$ cat src/rtl/add_sched_pkg.sv
// Shared types and sizing for the multi-precision add sequencer.
package add_sched_pkg;

  localparam int unsigned N_DEF    = 32;
  localparam int unsigned MAXW_DEF = 8;

  typedef enum logic {IDLE, BUSY} state_t;
  typedef logic req_id_t;

  function automatic int unsigned cnt_width(input int unsigned words);
    return $clog2(words) + 1;
  endfunction

endpackage

$ cat src/rtl/add_sched_rr_arb2.sv
// Two-way round-robin arbiter; pointer moves past the requester just served.
module rr_arb2
  import add_sched_pkg::*;
(
  input  logic       clk,
  input  logic       rst_n,
  input  logic [1:0] i_req,
  input  logic       i_upd,
  input  req_id_t    i_served,
  output logic [1:0] o_gnt
);

  logic r_ptr;

  always_ff @(posedge clk or negedge rst_n) begin
    if (!rst_n)     r_ptr <= 1'b0;
    else if (i_upd) r_ptr <= ~i_served;
  end

  always_comb begin
    o_gnt = i_req;
    if (i_req == 2'b11) o_gnt = r_ptr ? 2'b10 : 2'b01;
  end

endmodule

$ cat src/rtl/add_sched.sv
// Shares one external adder between two multi-word add streams, chaining the
// carry between words through a flop at one word per cycle.
module add_sched
  import add_sched_pkg::*;
#(
  parameter int unsigned n    = N_DEF,
  parameter int unsigned maxw = MAXW_DEF
) (
  input  logic         clk,
  input  logic         rst_n,
  input  logic         req0_valid,
  output logic         req0_ready,
  input  logic [n-1:0] req0_a,
  input  logic [n-1:0] req0_b,
  input  logic         req0_cin,
  input  logic         req0_last,
  input  logic         req1_valid,
  output logic         req1_ready,
  input  logic [n-1:0] req1_a,
  input  logic [n-1:0] req1_b,
  input  logic         req1_cin,
  input  logic         req1_last,
  output logic [n-1:0] add_a,
  output logic [n-1:0] add_b,
  output logic         add_cin,
  input  logic [n-1:0] add_s,
  input  logic         add_cout,
  output logic         rsp_valid,
  input  logic         rsp_ready,
  output logic [n-1:0] rsp_s,
  output logic         rsp_cout,
  output logic         rsp_last,
  output logic         rsp_id,
  output logic         rsp_ovf
);

  localparam int unsigned CNT_W = cnt_width(maxw);

  state_t             r_state, w_state_nxt;
  req_id_t            r_gnt, w_gnt_nxt;
  logic [1:0]         w_arb_gnt;
  logic [CNT_W-1:0]   r_cnt;
  logic               w_g_valid, w_g_cin, w_g_last;
  logic [n-1:0]       w_g_a, w_g_b;
  logic               w_adv, w_ready, w_acc, w_limit, w_last_eff, w_fire, w_end;

  logic               r_op_valid, r_op_first, r_op_cin, r_op_last, r_op_ovf;
  req_id_t            r_op_id;
  logic [n-1:0]       r_op_a, r_op_b;
  logic               r_carry;

  logic               r_rsp_valid, r_rsp_cout, r_rsp_last, r_rsp_ovf;
  req_id_t            r_rsp_id;
  logic [n-1:0]       r_rsp_s;

  always_comb begin
    w_g_valid = r_gnt ? req1_valid : req0_valid;
    w_g_a     = r_gnt ? req1_a     : req0_a;
    w_g_b     = r_gnt ? req1_b     : req0_b;
    w_g_cin   = r_gnt ? req1_cin   : req0_cin;
    w_g_last  = r_gnt ? req1_last  : req0_last;
  end

  assign w_adv      = !r_rsp_valid | rsp_ready;
  assign w_ready    = (r_state == BUSY) & (!r_op_valid | w_adv);
  assign w_acc      = w_ready & w_g_valid;
  assign w_limit    = (r_cnt == CNT_W'(maxw - 1));
  assign w_last_eff = w_g_last | w_limit;
  assign w_fire     = r_op_valid & w_adv;
  assign w_end      = w_acc & w_last_eff;

  assign req0_ready = w_ready & (r_gnt == 1'b0);
  assign req1_ready = w_ready & (r_gnt == 1'b1);

  rr_arb2 u_arb (
    .clk      (clk),
    .rst_n    (rst_n),
    .i_req    ({req1_valid, req0_valid}),
    .i_upd    (w_end),
    .i_served (r_gnt),
    .o_gnt    (w_arb_gnt)
  );

  always_comb begin
    w_state_nxt = r_state;
    w_gnt_nxt   = r_gnt;
    case (r_state)
      IDLE: if (w_arb_gnt != 2'b00) begin
        w_state_nxt = BUSY;
        w_gnt_nxt   = w_arb_gnt[1];
      end
      BUSY: if (w_end) w_state_nxt = IDLE;
      default: w_state_nxt = IDLE;
    endcase
  end

  always_ff @(posedge clk or negedge rst_n) begin
    if (!rst_n) begin
      r_state <= IDLE;
      r_gnt   <= 1'b0;
      r_cnt   <= '0;
    end else begin
      r_state <= w_state_nxt;
      r_gnt   <= w_gnt_nxt;
      if (w_acc) r_cnt <= w_last_eff ? '0 : r_cnt + CNT_W'(1);
    end
  end

  // Stage 1: operand register feeding the external adder
  always_ff @(posedge clk or negedge rst_n) begin
    if (!rst_n) begin
      r_op_valid <= 1'b0;
      r_op_first <= 1'b0;
      r_op_cin   <= 1'b0;
      r_op_last  <= 1'b0;
      r_op_ovf   <= 1'b0;
      r_op_id    <= 1'b0;
      r_op_a     <= '0;
      r_op_b     <= '0;
    end else if (w_acc) begin
      r_op_valid <= 1'b1;
      r_op_first <= (r_cnt == '0);
      r_op_cin   <= w_g_cin;
      r_op_last  <= w_last_eff;
      r_op_ovf   <= w_limit & !w_g_last;
      r_op_id    <= r_gnt;
      r_op_a     <= w_g_a;
      r_op_b     <= w_g_b;
    end else if (w_fire) begin
      r_op_valid <= 1'b0;
    end
  end

  assign add_a   = r_op_a;
  assign add_b   = r_op_b;
  assign add_cin = r_op_first ? r_op_cin : r_carry;

  // Stage 2: response register; carry advances in lockstep with it
  always_ff @(posedge clk or negedge rst_n) begin
    if (!rst_n) begin
      r_rsp_valid <= 1'b0;
      r_rsp_s     <= '0;
      r_rsp_cout  <= 1'b0;
      r_rsp_last  <= 1'b0;
      r_rsp_id    <= 1'b0;
      r_rsp_ovf   <= 1'b0;
      r_carry     <= 1'b0;
    end else if (w_fire) begin
      r_rsp_valid <= 1'b1;
      r_rsp_s     <= add_s;
      r_rsp_cout  <= r_op_last ? add_cout : 1'b0;
      r_rsp_last  <= r_op_last;
      r_rsp_id    <= r_op_id;
      r_rsp_ovf   <= r_op_ovf;
      r_carry     <= add_cout;
    end else if (rsp_ready) begin
      r_rsp_valid <= 1'b0;
    end
  end

  assign rsp_valid = r_rsp_valid;
  assign rsp_s     = r_rsp_s;
  assign rsp_cout  = r_rsp_cout;
  assign rsp_last  = r_rsp_last;
  assign rsp_id    = r_rsp_id;
  assign rsp_ovf   = r_rsp_ovf;

endmodule

$ cat config.mk
export PLATFORM = sky130hd
export DESIGN_NAME = add_sched
export DESIGN_NICKNAME = d
export VERILOG_FILES = /design/src/rtl/add_sched_pkg.sv /design/src/rtl/add_sched_rr_arb2.sv /design/src/rtl/add_sched.sv
export SDC_FILE = /design/constraint.sdc
export NUM_CORES = 1
export LEC_CHECK = 0
export ABC_AREA = 1
export CELL_PAD_IN_SITES_DETAIL_PLACEMENT = 1
export CELL_PAD_IN_SITES_GLOBAL_PLACEMENT = 1
export CORE_ASPECT_RATIO = 0.7
export CORE_MARGIN = 2
export CORE_UTILIZATION = 24
export DETAILED_ROUTE_END_ITERATION = 10
export GPL_TIMING_DRIVEN = 0
export PLACE_DENSITY = 0.77
export RECOVER_POWER = 50
export SYNTH_ARGS = -nofsm -noshare
export SYNTH_HDL_FRONTEND = slang
export SYNTH_SLANG_ARGS = --single-unit
$ cat constraint.sdc
create_clock -name clk -period 1.3 [get_ports clk]
set_input_delay 0.26 -clock clk [delete_from_list [all_inputs] [get_ports clk]]
set_output_delay 0.26 -clock clk [all_outputs]
set_load 0.02 [all_outputs]
; Word level (Yosys, flattened, before mapping)
; Cells that the tools add are included.
; Widths: inputs -> output; s select.
[op_classes]
n_addsub = 1
mul = 0
div = 0
order_cmp = 0
n_eq_ne = 2
shifts = 0
muxes = 17
bitwise_logic = 12
n_reduce_logical = 8
[ops]
columns = operator, count
row1 = $mux 32, 2
row2 = $mux 1, 11
row3 = $and 1x1->1, 7
row4 = $reduce_bool 2->1, 3
row5 = $add 4x1->4 const B, 1
row6 = $eq 4x3->1 const B, 1
row7 = $logic_not 4->1, 1
row8 = $mux 2, 2
row9 = $mux 4, 1
row10 = $logic_not 1->1, 3
row11 = $or 1x1->1, 3
row12 = $eq 2x2->1 const B, 1
row13 = $not 1->1, 2
row14 = $pmux 1 s2, 1
row15 = $reduce_and 2->1, 1
[totals]
regBits = 115
latch_bits = 0
ramBits = 0
romBits = 0
in_bits = 170
out_inout_bits = 104
wordCells = 59
memories = 0

; Logic depth before layout (Yosys ltp)
; Gate-level depths: netlist (run 1).
[logic_depth]
ltp_word = 8
ltp_mapped = 9
ltp_nobuf = 7

; By module
; From an unflattened synthesis (run 1), not the netlist that was laid out.
[unflattened]
hier_cells = 733
area_unflattened_um2 = 5350.1
[by_module_without_submodules]
columns = module, instances, cells_each, area_each_um2, seq_area_each_um2
row1 = add_sched, 1, 722, 5285.1, 2852.7
row2 = rr_arb2, 1, 11, 65.1, 25.0

; Worst setup path after synthesis (run 1)
; Ideal clock, no wire load.
[synth_timing]
kind = reg-to-output
startpoint = register r_rsp_valid, in the netlist rsp_valid
endpoint = output port req1_ready
arrival_time_ns = 0.999
required_time_ns = 1.040
setup_slack_ns = 0.041
stages_incl_launch_ff = 4
path_buffers = 0
path_cell_list = dfrtp_1 -> nand3_1 -> nand2_1 -> nor2_1
[synth_between]
elab_chain_cells = 5
[synth_rtl]
columns = item, line_no
row1 = from (decl), add_sched.sv:52  ; logic r_rsp_valid, r_rsp_cout, r_rsp_last, r_rsp_ovf;
row2 = from (signal assigned), add_sched.sv:141  ; r_rsp_valid <= 1'b0;
row3 = from (signal assigned), add_sched.sv:149  ; r_rsp_valid <= 1'b1;
row4 = from (signal assigned), add_sched.sv:157  ; r_rsp_valid <= 1'b0;
row5 = $logic_not 1->1, add_sched.sv:64  ; assign w_adv = !r_rsp_valid | rsp_ready;
row6 = $or 1x1->1, add_sched.sv:64
row7 = $or 1x1->1, add_sched.sv:65  ; assign w_ready = (r_state == BUSY) & (!r_op_valid | w_adv);
row8 = $and 1x1->1, add_sched.sv:65
row9 = $and 1x1->1, add_sched.sv:73  ; assign req1_ready = w_ready & (r_gnt == 1'b1);
row10 = to (decl), add_sched.sv:18  ; output logic req1_ready,
; Every way passes these cells.

; Worst setup path after layout (run 1)
[layout_timing]
startpoint = register r_gnt
endpoint = register r_op_b[23], in the netlist add_b[23]
[layout_between]
elab_chain_cells = 2
word_cells_on_any_way = 3
cone_classes = 2 x mux / 1 x bitwise
[layout_rtl]
columns = item, line_no
row1 = from (decl), add_sched.sv:40  ; req_id_t r_gnt, w_gnt_nxt;
row2 = from (signal assigned), add_sched.sv:104  ; r_gnt <= w_gnt_nxt;
row3 = $mux 1, add_sched.sv:57  ; w_g_valid = r_gnt ? req1_valid : req0_valid;
row4 = $and 1x1->1, add_sched.sv:66  ; assign w_acc = w_ready & w_g_valid;
row5 = to (signal assigned), add_sched.sv:128  ; r_op_b <= w_g_b;
row6 = to (decl), add_sched.sv:49  ; logic [n-1:0] r_op_a, r_op_b;
; Several ways; a longest one is shown, not always the timed one.
; A chain may end at the register's enable or synchronous reset.

==> flow_metrics.tcl, run 1 <==
set metrics [dict create \
    status "complete, but fails checks" \
    violations "negative setup slack" \
    die_height_microns 128.5 \
    critPathTopFamily "buffers and inverters" \
    core-area_sq_um 21680 \
    grt_start_max_net_pins 63 \
    die_area_sq_um 23370 \
    power_density_nw_per_um2 2533 \
    crit_path_max_incr_delay_ps 380 \
    final_common_cell "nand2_1" \
    ys_top_cells_by_area "dfrtp_1, nand2_1, buf_2" \
    dp_slack_ps -799.6 \
    gp_congestion 0.7889 \
    yosysUniqueCellTypes 21 \
    cts_sinks 115 \
    cp_max_fo 8 \
    vdd_drop_max_mv 0.9114 \
    grt_pass1_wl_microns 34000 \
    worstPathCellList "buf_6 > buf_6 > nand2_4 > inv_4 > nor2_4 > nor2_4 > buf_12 > buf_12 > buf_16 > nand2_2 > nand2_2" \
    critPathKind "reg2reg" \
    final_nets 1223 \
    wl_met2_microns 9985 \
    hold_depth 3 \
    initial_core_util_pct 24.51 \
    drc_errors 0 \
    ios 274 \
    ys_seq_elements 115 \
    cts_inserted_buffers 17 \
    m1WireLength_microns 9540 \
    hold_class "in2reg" \
    wirelength_microns 21750 \
    rsz0062_at_grt "yes" \
    cts_root_buf "clkbuf_16" \
    path_clk_slew_ps 60 \
    cts_buffer_depth 2 \
    slew_violations 0 \
    yosysTopAreaCellShare_pct 54.16 \
    core.rowCount 45 \
    hpwl_microns 15080 \
    crit_cells 11 \
    max_freq_ghz 0.6346 \
    overflow 0 \
    track_usage_pct 18.94 \
    layout-drive-gt1-share_pct 32.30 \
    setup-violations-final 88 \
    clock_latency_ps 410 \
    synthFlopType "dfrtp_1" \
    first_iter_violations 216 \
    synthToLayoutAreaGrowth_pct 84.74 \
    fp.dieW_microns 181.9 \
    met3_length_microns 1960 \
    cp-start-kind "flip-flop" \
    top_layer "met4" \
    cts_tree "done" \
    ys_seq_area_share_pct 54.16 \
    async_flop_share_pct 100.0 \
    period_share_pct 121.2 \
    critPathBufInv 6 \
    grt_pass1_vias 6087 \
    antenna_found_initial 0 \
    htreeDepth 4 \
    synth_area_sq_um 5314 \
    synth_cells 724 \
    wl_per_cell_microns 16.18 \
    setup_ws_ps -275.9 \
    worstSetupStartpoint "r_gnt$_DFFE_PN0P_" \
    tns_ps -14810 \
    rr_worst_depth 11 \
    ant_nets 0 \
    drv_cap 0 \
    via_per_inst 4.305 \
    hp-start "add_s[4]" \
    numPortBuffers 273 \
    worstPathArrival_ps 1880 \
    synthesis.nets 896 \
    hold_viol_final 0 \
    drtPass1Iterations 4 \
    stdcell_area_sq_um 9817 \
    fin_skew_ps 8.231 \
    worst_slew_pin_slew_ps 816.0 \
    synth_area_leader_cell "dfrtp_1" \
    r2r-start "r_gnt$_DFFE_PN0P_" \
    mostFrequentLayoutCells "nand2_1, clkdlybuf4s50_1, dfrtp_1" \
    cp.required_ps 1600 \
    slew-limit-headroom_pct 45.60 \
    via_count 5786 \
    cp_slowest_cell "dfrtp_1" \
    cp-end-kind "flip-flop" \
    syn_avg_cell_area_sq_um 7.340 \
    antenna_cells 0 \
    yosysWarnings 0 \
    synth_edf_count 0 \
    dpl_cell_area_sq_um 8428 \
    post-route-min-period_ps 1576 \
    leakage_nw 5.208 \
]
## what timing repair did
| action | CTS | global route |
|---|---|---|
| pin swaps | 57 | 39 |
| cloned | 10 | 2 |
| resized for setup | 596 | 133 |
| buffers inserted | 25 | 6 |
| endpoints found under the hold margin | 53 | 0 |
| setup endpoints to repair | 211 | 112 |
| hold buffers | 1 | 0 |
## cell families after synthesis
group                      after synthesis  share of synthesized area [%]
xor gates and xnor gates                 1                         0.1649
AOI/OAI and AO/OA                       11                          1.083
and+or+nand+nor                        543                          38.80
buffers and inverters                   52                          5.321
adders and majority gates                2                         0.4708
DFF                                    115                          54.16
## worst paths after layout
check	slack [ps]	to
max in group asynchronous	-10	add_a[19]$_DFFE_PN0P_
setup reg to reg	-280	add_b[23]$_DFFE_PN0P_
hold / removal	390	rsp_s[4]$_DFFE_PN0P_
min in group asynchronous	500	rsp_s[12]$_DFFE_PN0P_
hold reg to reg	470	add_a[4]$_DFFE_PN0P_
setup / recovery	-280	add_b[23]$_DFFE_PN0P_
## final cells by class
cell class                      count  area [sq um]
Timing Repair Buffer              310          2815
Clock buffer                       22         484.2
Fill cell                        2581         11860
Clock inverter                      8         78.83
Multi-Input combinational cell    558          2751
Inverter                           15         67.56
Tap cell                          282         352.8
Sequential cell                   115          2878
Buffer                             34         389.1
## state kept, by name, indices dropped and copies added (netlist names)
signal	count
add_a	32
add_b	32
r_carry	1
r_cnt	4
r_gnt	1
r_op_cin	1
r_op_first	1
r_op_id	1
r_op_last	1
r_op_ovf	1
r_op_valid	1
r_state	1
rsp_cout	1
rsp_id	1
rsp_last	1
rsp_ovf	1
rsp_s	32
rsp_valid	1
u_arb.r_ptr	1
## power by group
group / internal [mW] / leakage, nW / switching (mW)
registers: 5.26 / 1.44 / 1.07
clock network: 2.81 / 0.266 / 1.73
logic: 5.85 / 3.50 / 8.16
total: 13.9 / 5.21 / 11.0
## routing by layer
metal	vias up	track usage [%]
met4	0	4.886
li1	2840	-
met3	18	7.840
met2	209	31.08
met1	2719	23.28
met5	-	0
## worst reg2reg max path: stages, from the launching register on
cell and delay, ps:
dfrtp_1 380, buf_6 140, buf_6 140, nand2_4 80, inv_4 40, nor2_4 100
nor2_4 60, buf_12 150, buf_12 140, buf_16 140, nand2_2 60, nand2_2 50
## synth_stat cells (2+ instances only)
library cell,n
buf_2,16
buf_4,6
buf_6,6
clkbuf_1,8
dfrtp_1,115
ha_1,2
inv_1,13
nand2_1,524
nand3_1,10
nor2_1,5
o21ai_0,9
## through the flow
step / instances / hold slack (ps) / utilization (%) / total power [mW]
final: 1344 / 389.6 / 45.29 / 24.86
after global routing: 1344 / 378.8 / 45.29 / 26.72
after CTS: 1345 / 372.5 / 43.69 / 24.19
after detailed placement: 1280 / 262.4 / 38.88 / 17.75
after global placement: 1279 / 452.4 / 38.75 / 17.45
after floorplan: 724 / -35.59 / - / 12.17
(Power assumes the default switching activity.)
==> run 2: changes to the inputs <==
--- a/config.mk
+++ b/config.mk
@@ -12,7 +12,6 @@
 export CORE_MARGIN = 2
 export CORE_UTILIZATION = 24
 export DETAILED_ROUTE_END_ITERATION = 10
-export GPL_TIMING_DRIVEN = 0
 export PLACE_DENSITY = 0.77
 export RECOVER_POWER = 50
 export SYNTH_ARGS = -nofsm -noshare
==> run 2 against run 1 <==
  * The run still ends with negative setup slack left
  * Die area unchanged
  * Sequential power down 0.9%
  * Flip-flop and latch count stayed put
==> flow_metrics.tcl, run 2 (synthesis results as in run 1) <==
set metrics [dict create \
    status "complete, but fails checks" \
    violations "negative setup slack" \
    hold_viol_final 0 \
    fin_cells 1343 \
    path_clk_slew_ps 60 \
    track_usage_pct 18.19 \
    drtPass1Iterations 4 \
    post-route-min-period_ps 1508 \
    synthToLayoutAreaGrowth_pct 86.98 \
    ios 274 \
    cp_slowest_cell "dfrtp_1" \
    drc_errors 0 \
    setup_ws_ps -208.0 \
    cts_tree "done" \
    mostFrequentLayoutCells "nand2_1, clkdlybuf4s50_1, dfrtp_1" \
    die_area_sq_um 23370 \
    initial_core_util_pct 24.51 \
    grt_pass1_wl_microns 32490 \
    final-seq-area_sq_um 2879 \
    slew_violations 0 \
    hold_class "in2async" \
    antenna_cells 0 \
    hpwl_microns 13970 \
    core.rowCount 45 \
    htreeDepth 4 \
    dp_slack_ps -745.2 \
    cp_max_fo 3 \
    multi_input_comb_area_sq_um 2754 \
    die_height_microns 128.5 \
    vdd_drop_max_mv 1.002 \
    whs_ps 325.8 \
    final_nets 1221 \
    critPathBufInv 1 \
    wirelength_microns 22880 \
    fillers 2584 \
    max_freq_ghz 0.6631 \
    worst_slew_pin_slew_ps 485.1 \
    crit_path_max_incr_delay_ps 390 \
    overflow 0 \
    final_common_cell "nand2_1" \
    fin_skew_ps 11.65 \
    tns_ps -11870 \
    clock_latency_ps 420 \
    first_iter_violations 187 \
    cts_sinks 115 \
    cts_inserted_buffers 17 \
    antenna_found_initial 0 \
    critPathKind "reg2out" \
    grt_start_max_net_pins 56 \
    rsz0062_at_grt "yes" \
    gp_congestion 0.7479 \
    leakage_nw 5.293 \
    setup-violations-final 108 \
    critPathTopFamily "flip-flops" \
    wl_per_cell_microns 17.04 \
    core-area_sq_um 21680 \
    layout-drive-gt1-share_pct 31.76 \
    slew-limit-headroom_pct 67.66 \
    grt_pass1_vias 6002 \
    cp-start-kind "flip-flop" \
    fp.dieW_microns 181.9 \
    drv_cap 0 \
    ant_nets 0 \
    cts_root_buf "clkbuf_16" \
    worstPathArrival_ps 1250 \
    period_share_pct 116.0 \
    power_density_nw_per_um2 2579 \
    placedCellCount 1273 \
    power_mw 25.62 \
    worstPathCellList "nand3_2 > nand2_4 > nor2_4 > buf_6" \
    cp.required_ps 1040 \
    cp-end-kind "output port" \
    numPortBuffers 273 \
    cts_buffer_depth 2 \
    via_count 5832 \
    via_per_inst 4.343 \
]
[run 2: cell types whose count changed in the layout (fill, tap and decap cells not counted), moves of 5 or more]
cell,before,now
clkbuf_4,5,0
buf_4,17,24
buf_6,26,17
nand2_1,408,415
buf_12,7,14
nand2_2,83,71
clkbuf_16,20,26
buf_8,11,2
nand2_4,33,38
[run 2: where the power goes]
group          switching [mW]  internal [mW]  total [mW]
combinational            8.57           6.13        14.7
clock                    1.75           2.91        4.66
sequential               1.00           5.26        6.26
[run 2: final cells by class]
type,instances,share of cell area [%]
Clock buffer,19,4.559
Clock inverter,12,1.310
Inverter,15,0.6674
Multi-Input combinational cell,558,27.72
Sequential cell,115,28.98
Tap cell,282,3.551
Timing Repair Buffer,342,33.22
[run 2: metal layers]
layer	track usage, %	up-vias	share of wire, %
met5	0	-	0
met4	4.412	0	0.84
met3	7.303	15	7.8
met2	30.58	195	47
met1	22.00	2788	45
li1	-	2834	-
[run 2: timing repair]
item                       in CTS  in global routing
pin swaps                       4                 38
resized for setup             463                186
hold endpoints to repair       30                  0
hold buffers                    1                  0
buffers inserted               13                  9
setup endpoints to repair     182                 99
gates cloned                   11                 12
[run 2: stage by stage]
step	instance area, sq um	util, %
after detailed placement	8497	39.20
after CTS	9153	42.22
final	9936	45.84
after global placement	8497	39.20
after floorplan	5314	-
after global routing	9936	45.84
[run 2: worst paths after layout]
| check | from | slack, ps | cells past startpoint | end |
|---|---|---|---|---|
| min in group clk | add_s[19] | 390 | 3 | rsp_s[19]$_DFFE_PN0P_ |
| max in group asynchronous | rst_n | 120 | 3 | r_gnt$_DFFE_PN0P_ |
| hold / removal | rst_n | 330 | 2 | rsp_s[20]$_DFFE_PN0P_ |
| setup / recovery | rsp_valid$_DFFE_PN0P_ | -210 | 4 | req1_ready |
| hold reg to reg | add_a[1]$_DFFE_PN0P_ | 470 | 2 | add_a[1]$_DFFE_PN0P_ |
| setup reg to reg | rsp_valid$_DFFE_PN0P_ | -170 | 9 | r_cnt[3]$_DFFE_PN0P_ |
[run 2: worst register-to-register path, delay by kind of cell, from the launching register on]
family                 cells  cell delay, ps
buffers and inverters      4             590
DFF                        1             390
and+or+nand+nor            5             430
